$ cat config.mk
export PLATFORM = sky130hd
export DESIGN_NAME = dmem_arbiter_flat
export DESIGN_NICKNAME = d
export VERILOG_FILES = /design/src/rtl/dmem_arbiter_if.sv /design/src/rtl/dmem_arbiter.sv /design/src/flat_wrapper.sv
export SDC_FILE = /design/constraint.sdc
export NUM_CORES = 1
export LEC_CHECK = 0
export ABC_AREA = 1
export CORE_MARGIN = 4
export CORE_UTILIZATION = 44
export CTS_BUF_LIST = sky130_fd_sc_hd__clkbuf_8
export DETAILED_ROUTE_END_ITERATION = 10
export PLACE_DENSITY = 0.9
export SLEW_MARGIN = 30
export SYNTH_ARGS = -nofsm -noshare
export SYNTH_HDL_FRONTEND = slang
export SYNTH_SLANG_ARGS = --single-unit
$ cat constraint.sdc
create_clock -name CLK -period 2.4 [get_ports CLK]
set_input_delay 0.24 -clock CLK [delete_from_list [all_inputs] [get_ports CLK]]
set_output_delay 0.24 -clock CLK [all_outputs]
set_load 0.005 [all_outputs]
$ cat src/rtl/dmem_arbiter_if.sv
// Bus bundle between the data-memory arbiter, its two requesters and the memory.
// slave = arbiter side; master = requester/memory side.
interface dmem_arbiter_if #(
   parameter int ADDR_WIDTH = 16
);
   logic                  req0;
   logic                  req1;
   logic                  we0;
   logic                  we1;
   logic [ADDR_WIDTH-1:0] addr0;
   logic [ADDR_WIDTH-1:0] addr1;
   logic [31:0]           wdata0;
   logic [31:0]           wdata1;
   logic                  done0;
   logic                  done1;
   logic [31:0]           rdata;
   logic                  busy;
   logic [ADDR_WIDTH-1:0] mem_addr;
   logic [31:0]           mem_wdata;
   logic                  mem_we;
   logic                  mem_re;
   logic [31:0]           mem_rdata;

   modport slave (
      input  req0, req1, we0, we1, addr0, addr1, wdata0, wdata1, mem_rdata,
      output done0, done1, rdata, busy, mem_addr, mem_wdata, mem_we, mem_re
   );

   modport master (
      output req0, req1, we0, we1, addr0, addr1, wdata0, wdata1, mem_rdata,
      input  done0, done1, rdata, busy, mem_addr, mem_wdata, mem_we, mem_re
   );
endinterface

$ cat src/rtl/dmem_arbiter.sv
// Two-port arbiter for the single-ported data memory: port 0 has priority,
// a saturating starvation counter forces port 1 through under contention.
//
// state | meaning
// IDLE  | waiting for a request; arbitrates and latches the winner
// ISSUE | drives the memory for exactly one cycle
// WAIT  | remaining memory latency (skipped when MEM_LATENCY == 1)
// DONE  | one-cycle completion pulse to the owner
module dmem_arbiter #(
   parameter int ADDR_WIDTH   = 16,
   parameter int MEM_LATENCY  = 2,
   parameter int STARVE_LIMIT = 4
) (
   input  logic           CLK,
   input  logic           reset,
   dmem_arbiter_if.slave  bus
);
   localparam int CNT_W = (MEM_LATENCY > 2) ? $clog2(MEM_LATENCY) : 1;
   localparam int SW    = $clog2(STARVE_LIMIT + 1);
   localparam logic [CNT_W-1:0] WAIT_LOAD  = CNT_W'((MEM_LATENCY > 1) ? MEM_LATENCY - 2 : 0);
   localparam logic [SW-1:0]    STARVE_MAX = SW'(STARVE_LIMIT);

   typedef enum logic [1:0] {IDLE, ISSUE, WAIT, DONE} state_t;

   state_t                state_q, state_d;
   logic                  owner_q, owner_d;
   logic                  we_q, we_d;
   logic [ADDR_WIDTH-1:0] addr_q, addr_d;
   logic [31:0]           wdata_q, wdata_d;
   logic [31:0]           rdata_q, rdata_d;
   logic [SW-1:0]         starve_q, starve_d;
   logic [CNT_W-1:0]      wait_cnt_q, wait_cnt_d;
   logic                  grant1;

   always_ff @(posedge CLK) begin
      if (reset) begin
         state_q    <= IDLE;
         owner_q    <= 1'b0;
         we_q       <= 1'b0;
         addr_q     <= '0;
         wdata_q    <= '0;
         rdata_q    <= '0;
         starve_q   <= '0;
         wait_cnt_q <= '0;
      end else begin
         state_q    <= state_d;
         owner_q    <= owner_d;
         we_q       <= we_d;
         addr_q     <= addr_d;
         wdata_q    <= wdata_d;
         rdata_q    <= rdata_d;
         starve_q   <= starve_d;
         wait_cnt_q <= wait_cnt_d;
      end
   end

   always_comb begin
      state_d    = state_q;
      owner_d    = owner_q;
      we_d       = we_q;
      addr_d     = addr_q;
      wdata_d    = wdata_q;
      rdata_d    = rdata_q;
      starve_d   = starve_q;
      wait_cnt_d = wait_cnt_q;
      grant1     = 1'b0;
      case (state_q)
         IDLE: begin
            if (bus.req0 || bus.req1) begin
               grant1  = bus.req1 && (!bus.req0 || (starve_q == STARVE_MAX));
               owner_d = grant1;
               we_d    = grant1 ? bus.we1    : bus.we0;
               addr_d  = grant1 ? bus.addr1  : bus.addr0;
               wdata_d = grant1 ? bus.wdata1 : bus.wdata0;
               if (grant1) begin
                  starve_d = '0;
               end else if (bus.req1 && (starve_q != STARVE_MAX)) begin
                  starve_d = starve_q + 1'b1;
               end
               state_d = ISSUE;
            end
         end
         ISSUE: begin
            // WAIT covers the latency cycles after ISSUE; with latency 1 the
            // data is already valid at the end of ISSUE.
            if (MEM_LATENCY == 1) begin
               state_d = DONE;
               if (!we_q) rdata_d = bus.mem_rdata;
            end else begin
               wait_cnt_d = WAIT_LOAD;
               state_d    = WAIT;
            end
         end
         WAIT: begin
            if (wait_cnt_q == '0) begin
               state_d = DONE;
               if (!we_q) rdata_d = bus.mem_rdata;
            end else begin
               wait_cnt_d = wait_cnt_q - 1'b1;
            end
         end
         DONE:    state_d = IDLE;
         default: state_d = IDLE;
      endcase
   end

   assign bus.busy      = (state_q != IDLE);
   assign bus.mem_we    = (state_q == ISSUE) &&  we_q;
   assign bus.mem_re    = (state_q == ISSUE) && !we_q;
   assign bus.mem_addr  = addr_q;
   assign bus.mem_wdata = wdata_q;
   assign bus.done0     = (state_q == DONE) && !owner_q;
   assign bus.done1     = (state_q == DONE) &&  owner_q;
   assign bus.rdata     = rdata_q;
endmodule

$ cat src/flat_wrapper.sv
// flat-port wrapper written by rule: the top's interface ports become plain ports
module dmem_arbiter_flat 
#(
   parameter int ADDR_WIDTH   = 16,
   parameter int MEM_LATENCY  = 2,
   parameter int STARVE_LIMIT = 4
)
  (CLK, reset, bus_req0, bus_req1, bus_we0, bus_we1, bus_addr0, bus_addr1, bus_wdata0, bus_wdata1, bus_mem_rdata, bus_done0, bus_done1, bus_rdata, bus_busy, bus_mem_addr, bus_mem_wdata, bus_mem_we, bus_mem_re);
  dmem_arbiter_if #(.ADDR_WIDTH(ADDR_WIDTH)) bus_i ();
  input  logic CLK;
  input  logic reset;
  input wire logic [$bits(bus_i.req0)-1:0] bus_req0;
  input wire logic [$bits(bus_i.req1)-1:0] bus_req1;
  input wire logic [$bits(bus_i.we0)-1:0] bus_we0;
  input wire logic [$bits(bus_i.we1)-1:0] bus_we1;
  input wire logic [$bits(bus_i.addr0)-1:0] bus_addr0;
  input wire logic [$bits(bus_i.addr1)-1:0] bus_addr1;
  input wire logic [$bits(bus_i.wdata0)-1:0] bus_wdata0;
  input wire logic [$bits(bus_i.wdata1)-1:0] bus_wdata1;
  input wire logic [$bits(bus_i.mem_rdata)-1:0] bus_mem_rdata;
  output wire logic [$bits(bus_i.done0)-1:0] bus_done0;
  output wire logic [$bits(bus_i.done1)-1:0] bus_done1;
  output wire logic [$bits(bus_i.rdata)-1:0] bus_rdata;
  output wire logic [$bits(bus_i.busy)-1:0] bus_busy;
  output wire logic [$bits(bus_i.mem_addr)-1:0] bus_mem_addr;
  output wire logic [$bits(bus_i.mem_wdata)-1:0] bus_mem_wdata;
  output wire logic [$bits(bus_i.mem_we)-1:0] bus_mem_we;
  output wire logic [$bits(bus_i.mem_re)-1:0] bus_mem_re;
  assign bus_i.req0 = bus_req0;
  assign bus_i.req1 = bus_req1;
  assign bus_i.we0 = bus_we0;
  assign bus_i.we1 = bus_we1;
  assign bus_i.addr0 = bus_addr0;
  assign bus_i.addr1 = bus_addr1;
  assign bus_i.wdata0 = bus_wdata0;
  assign bus_i.wdata1 = bus_wdata1;
  assign bus_i.mem_rdata = bus_mem_rdata;
  assign bus_done0 = bus_i.done0;
  assign bus_done1 = bus_i.done1;
  assign bus_rdata = bus_i.rdata;
  assign bus_busy = bus_i.busy;
  assign bus_mem_addr = bus_i.mem_addr;
  assign bus_mem_wdata = bus_i.mem_wdata;
  assign bus_mem_we = bus_i.mem_we;
  assign bus_mem_re = bus_i.mem_re;
  dmem_arbiter #(.ADDR_WIDTH(ADDR_WIDTH), .MEM_LATENCY(MEM_LATENCY), .STARVE_LIMIT(STARVE_LIMIT)) u_core (.CLK(CLK), .reset(reset), .bus(bus_i));
endmodule
# Word level (Yosys, flattened, before mapping)
# Cells that the tools add are included.
word_totals:
  register_bits: 88
  out_inout_bits: 85
  in_bits: 134
  elab_cells: 48
classes:
  reduce_logical: 19
  eq_ne: 7
  n_addsub: 2
  mux: 10
  n_bitwise: 2
ops:
  columns: ["cell", "count"]
  rows:
  - ["32-bit two-way mux", 1]
  - ["16-bit two-way mux", 1]
  - ["2-bit case mux with 4 select lines", 1]
  - ["1-bit logical AND", 6]
  - ["3-bit two-way mux", 2]
  - ["3-bit AND reduction", 2]
  - ["2-bit nonzero test", 3]
  - ["2-bit equality test, second input constant", 2]
  - ["2-bit two-way mux", 2]
  - ["2-bit AND reduction", 2]
  - ["3-bit by 1-bit adder with 3-bit output, second input constant", 1]
  - ["3-bit equality test, second input constant", 1]
  - ["1-bit zero test", 3]
  - ["3-bit != test, second input constant", 1]
  - ["2-bit by 1-bit equality test with 1-bit output, second input constant", 1]
  - ["2-bit zero test", 1]
  - ["1-bit logical OR", 2]
  - ["1-bit two-way mux", 2]
  - ["2-bit by 1-bit != test with 1-bit output, second input constant", 1]
  - ["2-bit != test, second input constant", 1]
  - ["1-bit NOT", 2]
  - ["1-bit case mux with 2 select lines", 1]
  - ["1-bit subtractor, second input constant", 1]

# Depth between registers and ports, before layout
logic_depth:
  depth_word: 5
  mapped_depth: 10
  depth_no_buf: 9

# Worst setup path after synthesis
# No wires, ideal clock.
synth_path:
  path_type: "register to register"
  from: "register u_core.state_q[0]"
  to: "register u_core.wdata_q[19], in the netlist u_core.bus.mem_wdata[19]"
  path_buffers: 2
  path_stages_with_launch: 10
  t_required_ns: 2.291
  setup_slack_ns: 1.027
  t_arrival_ns: 1.264
  setup_ns: 0.109
  synth_period_minus_slack_ns: 1.373
  cell_sequence: "dfxtp_1 -> inv_1 -> ha_1 -> o21ai_4 -> inv_2 -> buf_2 -> buf_6 -> nand3_1 -> nand2_1 -> inv_1"
synth_between:
  elab_chain_len: 2
synth_lines:
  columns: ["item", "line_no", "text"]
  rows:
  - ["start, declared", "dmem_arbiter.sv:25", "state_t state_q, state_d;"]
  - ["start signal, assigned", "dmem_arbiter.sv:46", "state_q <= state_d;"]
  - ["2-bit zero test", "dmem_arbiter.sv:67", "case (state_q)"]
  - ["2-bit AND reduction (no source line)", null, null]
  - ["end signal, assigned", "dmem_arbiter.sv:50", "wdata_q <= wdata_d;"]
  - ["end, declared", "dmem_arbiter.sv:29", "logic [31:0] wdata_q, wdata_d;"]
# Every way passes these cells.
# A chain may end at the register's enable or synchronous reset.

# Worst setup path in the final report
layout_path:
  from: "register u_core.state_q[0]"
  to: "output bus_busy"
layout_between:
  elab_chain_len: 1
layout_lines:
  columns: ["item", "line_no", "text"]
  rows:
  - ["2-bit nonzero test", "dmem_arbiter.sv:107", "assign bus.busy = (state_q != IDLE);"]
  - ["end, declared", "flat_wrapper.sv:24", "output wire logic [$bits(bus_i.busy)-1:0] bus_busy;"]
# Every way passes these cells.

==> results.json <==
{
  "status": "completed",
  "r2r-end": "u_core.bus.mem_wdata[13]",
  "cp.depth": 4,
  "setup_viol": 0,
  "drt_iter0_markers": 213,
  "placed_area_sq_um": 6290,
  "grt_pass1_vias": 4590,
  "cpMaxStageDelayCell": "clkdlybuf4s50_1",
  "endpoint_kind": "output pin",
  "whs_ns": 0.310,
  "finalWorstSetupSlack_ns": 0.409,
  "finalHoldViolCount": 0,
  "whs_path_depth": 2,
  "boundaryPins": 219,
  "slew_viol_final": 0,
  "rsz0062_at_grt": "false",
  "place_ws_ns": 0.544,
  "core_area_sq_um": 8850,
  "hpwl_mm": 9.83,
  "grt_pass1_wl_mm": 21.5,
  "antenna_found_initial": 0,
  "clk_pin_slew_ns": 0.09,
  "instances_no_fill": 929,
  "antenna-diode-count": 0,
  "relSlewSlack": 0.475,
  "r2r_slack_ns": 0.66,
  "cp-start-kind": "register",
  "hp-class": "in -> reg",
  "tns_ns": 0,
  "start_util": 0.459,
  "startpoint": "u_core.state_q[0]",
  "ys_ff_latch": 87,
  "grt_usage": 0.240,
  "tightest_slew_ns": 0.786,
  "max_stage_delay_ns": 0.53,
  "syn-cell-area_sq_um": 4060,
  "vias": 4631,
  "clock_latency_ns": 0.35,
  "die_h_microns": 104,
  "drc": 0,
  "dr.pass1.iters": 4,
  "overflow": 0,
  "cap_viol_max_count": 0,
  "final_common_cell": "clkdlybuf4s50_1",
  "reg2reg_depth": 8,
  "wire_per_inst_microns": 13.9,
  "yosysSeqAreaShare": 0.429,
  "synthDistinctLibCells": 14,
  "synth_warnings": 0,
  "cp.required_ns": 2.16,
  "postRouteAntennaNets": 0,
  "drive_above_1_share": 0.0365,
  "yosysTopAreaCellShare": 0.429,
  "cts_tree": "done",
  "drt_wl_total_mm": 13.0,
  "crit_fanout": 5,
  "p_per_area_nw_per_um2": 936,
  "peakVddDrop_uv": 481,
  "layout_common_cells": "216 x clkdlybuf4s50_1, 113 x inv_1, 111 x nand2_1, 101 x nand3_1, 87 x dfxtp_1",
  "timing.fmax_mhz": 502,
  "syn_inst": 620,
  "cts_sinks": 87,
  "ctsResizeCount": 0,
  "gp_congestion": 0.792,
  "die_area_sq_um": 10800,
  "yosysTopAreaCell": "dfxtp_1",
  "final.setup_skew_ns": 0.0110,
  "power.leakage_uw": 0.00306,
  "fin_crit_ns": 1.99,
  "nets": 956,
  "port-buffer-count": 218,
  "hold_buffers": 0,
  "placed_cells_incl_taps": 913,
  "clock_path_buffers": 2,
  "fin_crit_sh": 0.829,
  "yosys-top-cells-area": "dfxtp_1 43%, nand3_1 12%, inv_1 10%",
  "crit_path_end": "bus_busy",
  "viasPerCell": 4.98,
  "cp_num_buf_inv": 3,
  "post_cts_buffers": 0,
  "htree_levels": 3,
  "crit_chain": "inv_1 -> ha_1 -> inv_1 -> clkdlybuf4s50_1",
  "grt_start_max_net_pins": 51,
  "die_w_microns": 104,
  "syn_area_per_cell_sq_um": 6.55,
  "rows": 34,
  "crit-reg2reg-launch": "u_core.state_q[0]",
  "synthToLayoutAreaGrowth_pct": 60.3,
  "cts_inserted_buffers": 9,
  "crit_arrival_ns": 1.75,
  "stdcell_area_sq_um": 6510,
  "syn_nets": 760,
  "cts-root-buf": "clkbuf_8",
  "cp_common_cell": "inv_1",
  "critPathTopFamily": "buffers and inverters",
  "path_class": "reg -> out"
}
## power breakdown
group	switching, uW	internal (uW)
clock network	549	597
registers	257	1930
logic	1310	1460
total	2110	3980
## synth_stat cells, drive strengths merged
library cell / count
inv: 114
nand2: 113
nand3: 101
dfxtp: 87
nor2: 69
a21oi: 54
o21ai: 35
clkbuf: 29
buf: 12
ha: 6
## layout make-up
type                            instances  area (sq um)
Fill cell                             704          2340
Timing Repair Buffer                  226          2260
Sequential cell                        87          1740
Multi-Input combinational cell        378          1730
Inverter                              114           428
Tap cell                              108           135
Clock buffer                            9           124
Clock inverter                          7           101
## registers in the layout, indices dropped and copies added (netlist names)
name / flops
u_core.bus.mem_wdata: 32
u_core.bus.rdata: 32
u_core.owner_q: 1
u_core.starve_q: 3
u_core.we_q: 1
u_core.bus.mem_addr: 16
u_core.state_q: 2
## kinds of logic after synthesis
logic type	synth area share
AND/OR/NAND/NOR	0.292
buffers and inverters	0.148
AO/OA/AOI/OAI	0.112
flip-flops	0.429
adder cells (fa/ha/maj)	0.0185
## worst min-delay path by stage
stage,slack [ns],end,start
final,0.31,u_core.owner_q,reset
after global routing,0.34,u_core.owner_q,reset
after CTS,0.30,u_core.owner_q,reset
after detailed placement,0.48,u_core.starve_q[0],u_core.starve_q[0]
after global placement,0.46,u_core.owner_q,u_core.owner_q
after floorplan,0.37,u_core.bus.rdata[0],bus_mem_rdata[0]
## metal layers
layer  up-vias  share of wire  GRT usage
met3        29          0.077     0.0602
met1      2068           0.40      0.271
met2       232           0.49      0.428
li1       2302              -          -
met5         -              0          0
met4         0          0.030      0.102
## stage by stage
stage / total power (uW) / util
floorplan: 3460 / -
global placement: 4870 / 0.711
detailed placement: 4990 / 0.711
CTS: 6140 / 0.736
global route: 6570 / 0.736
finish: 6090 / 0.736
Note: power is estimated with default switching activity, not from simulation.
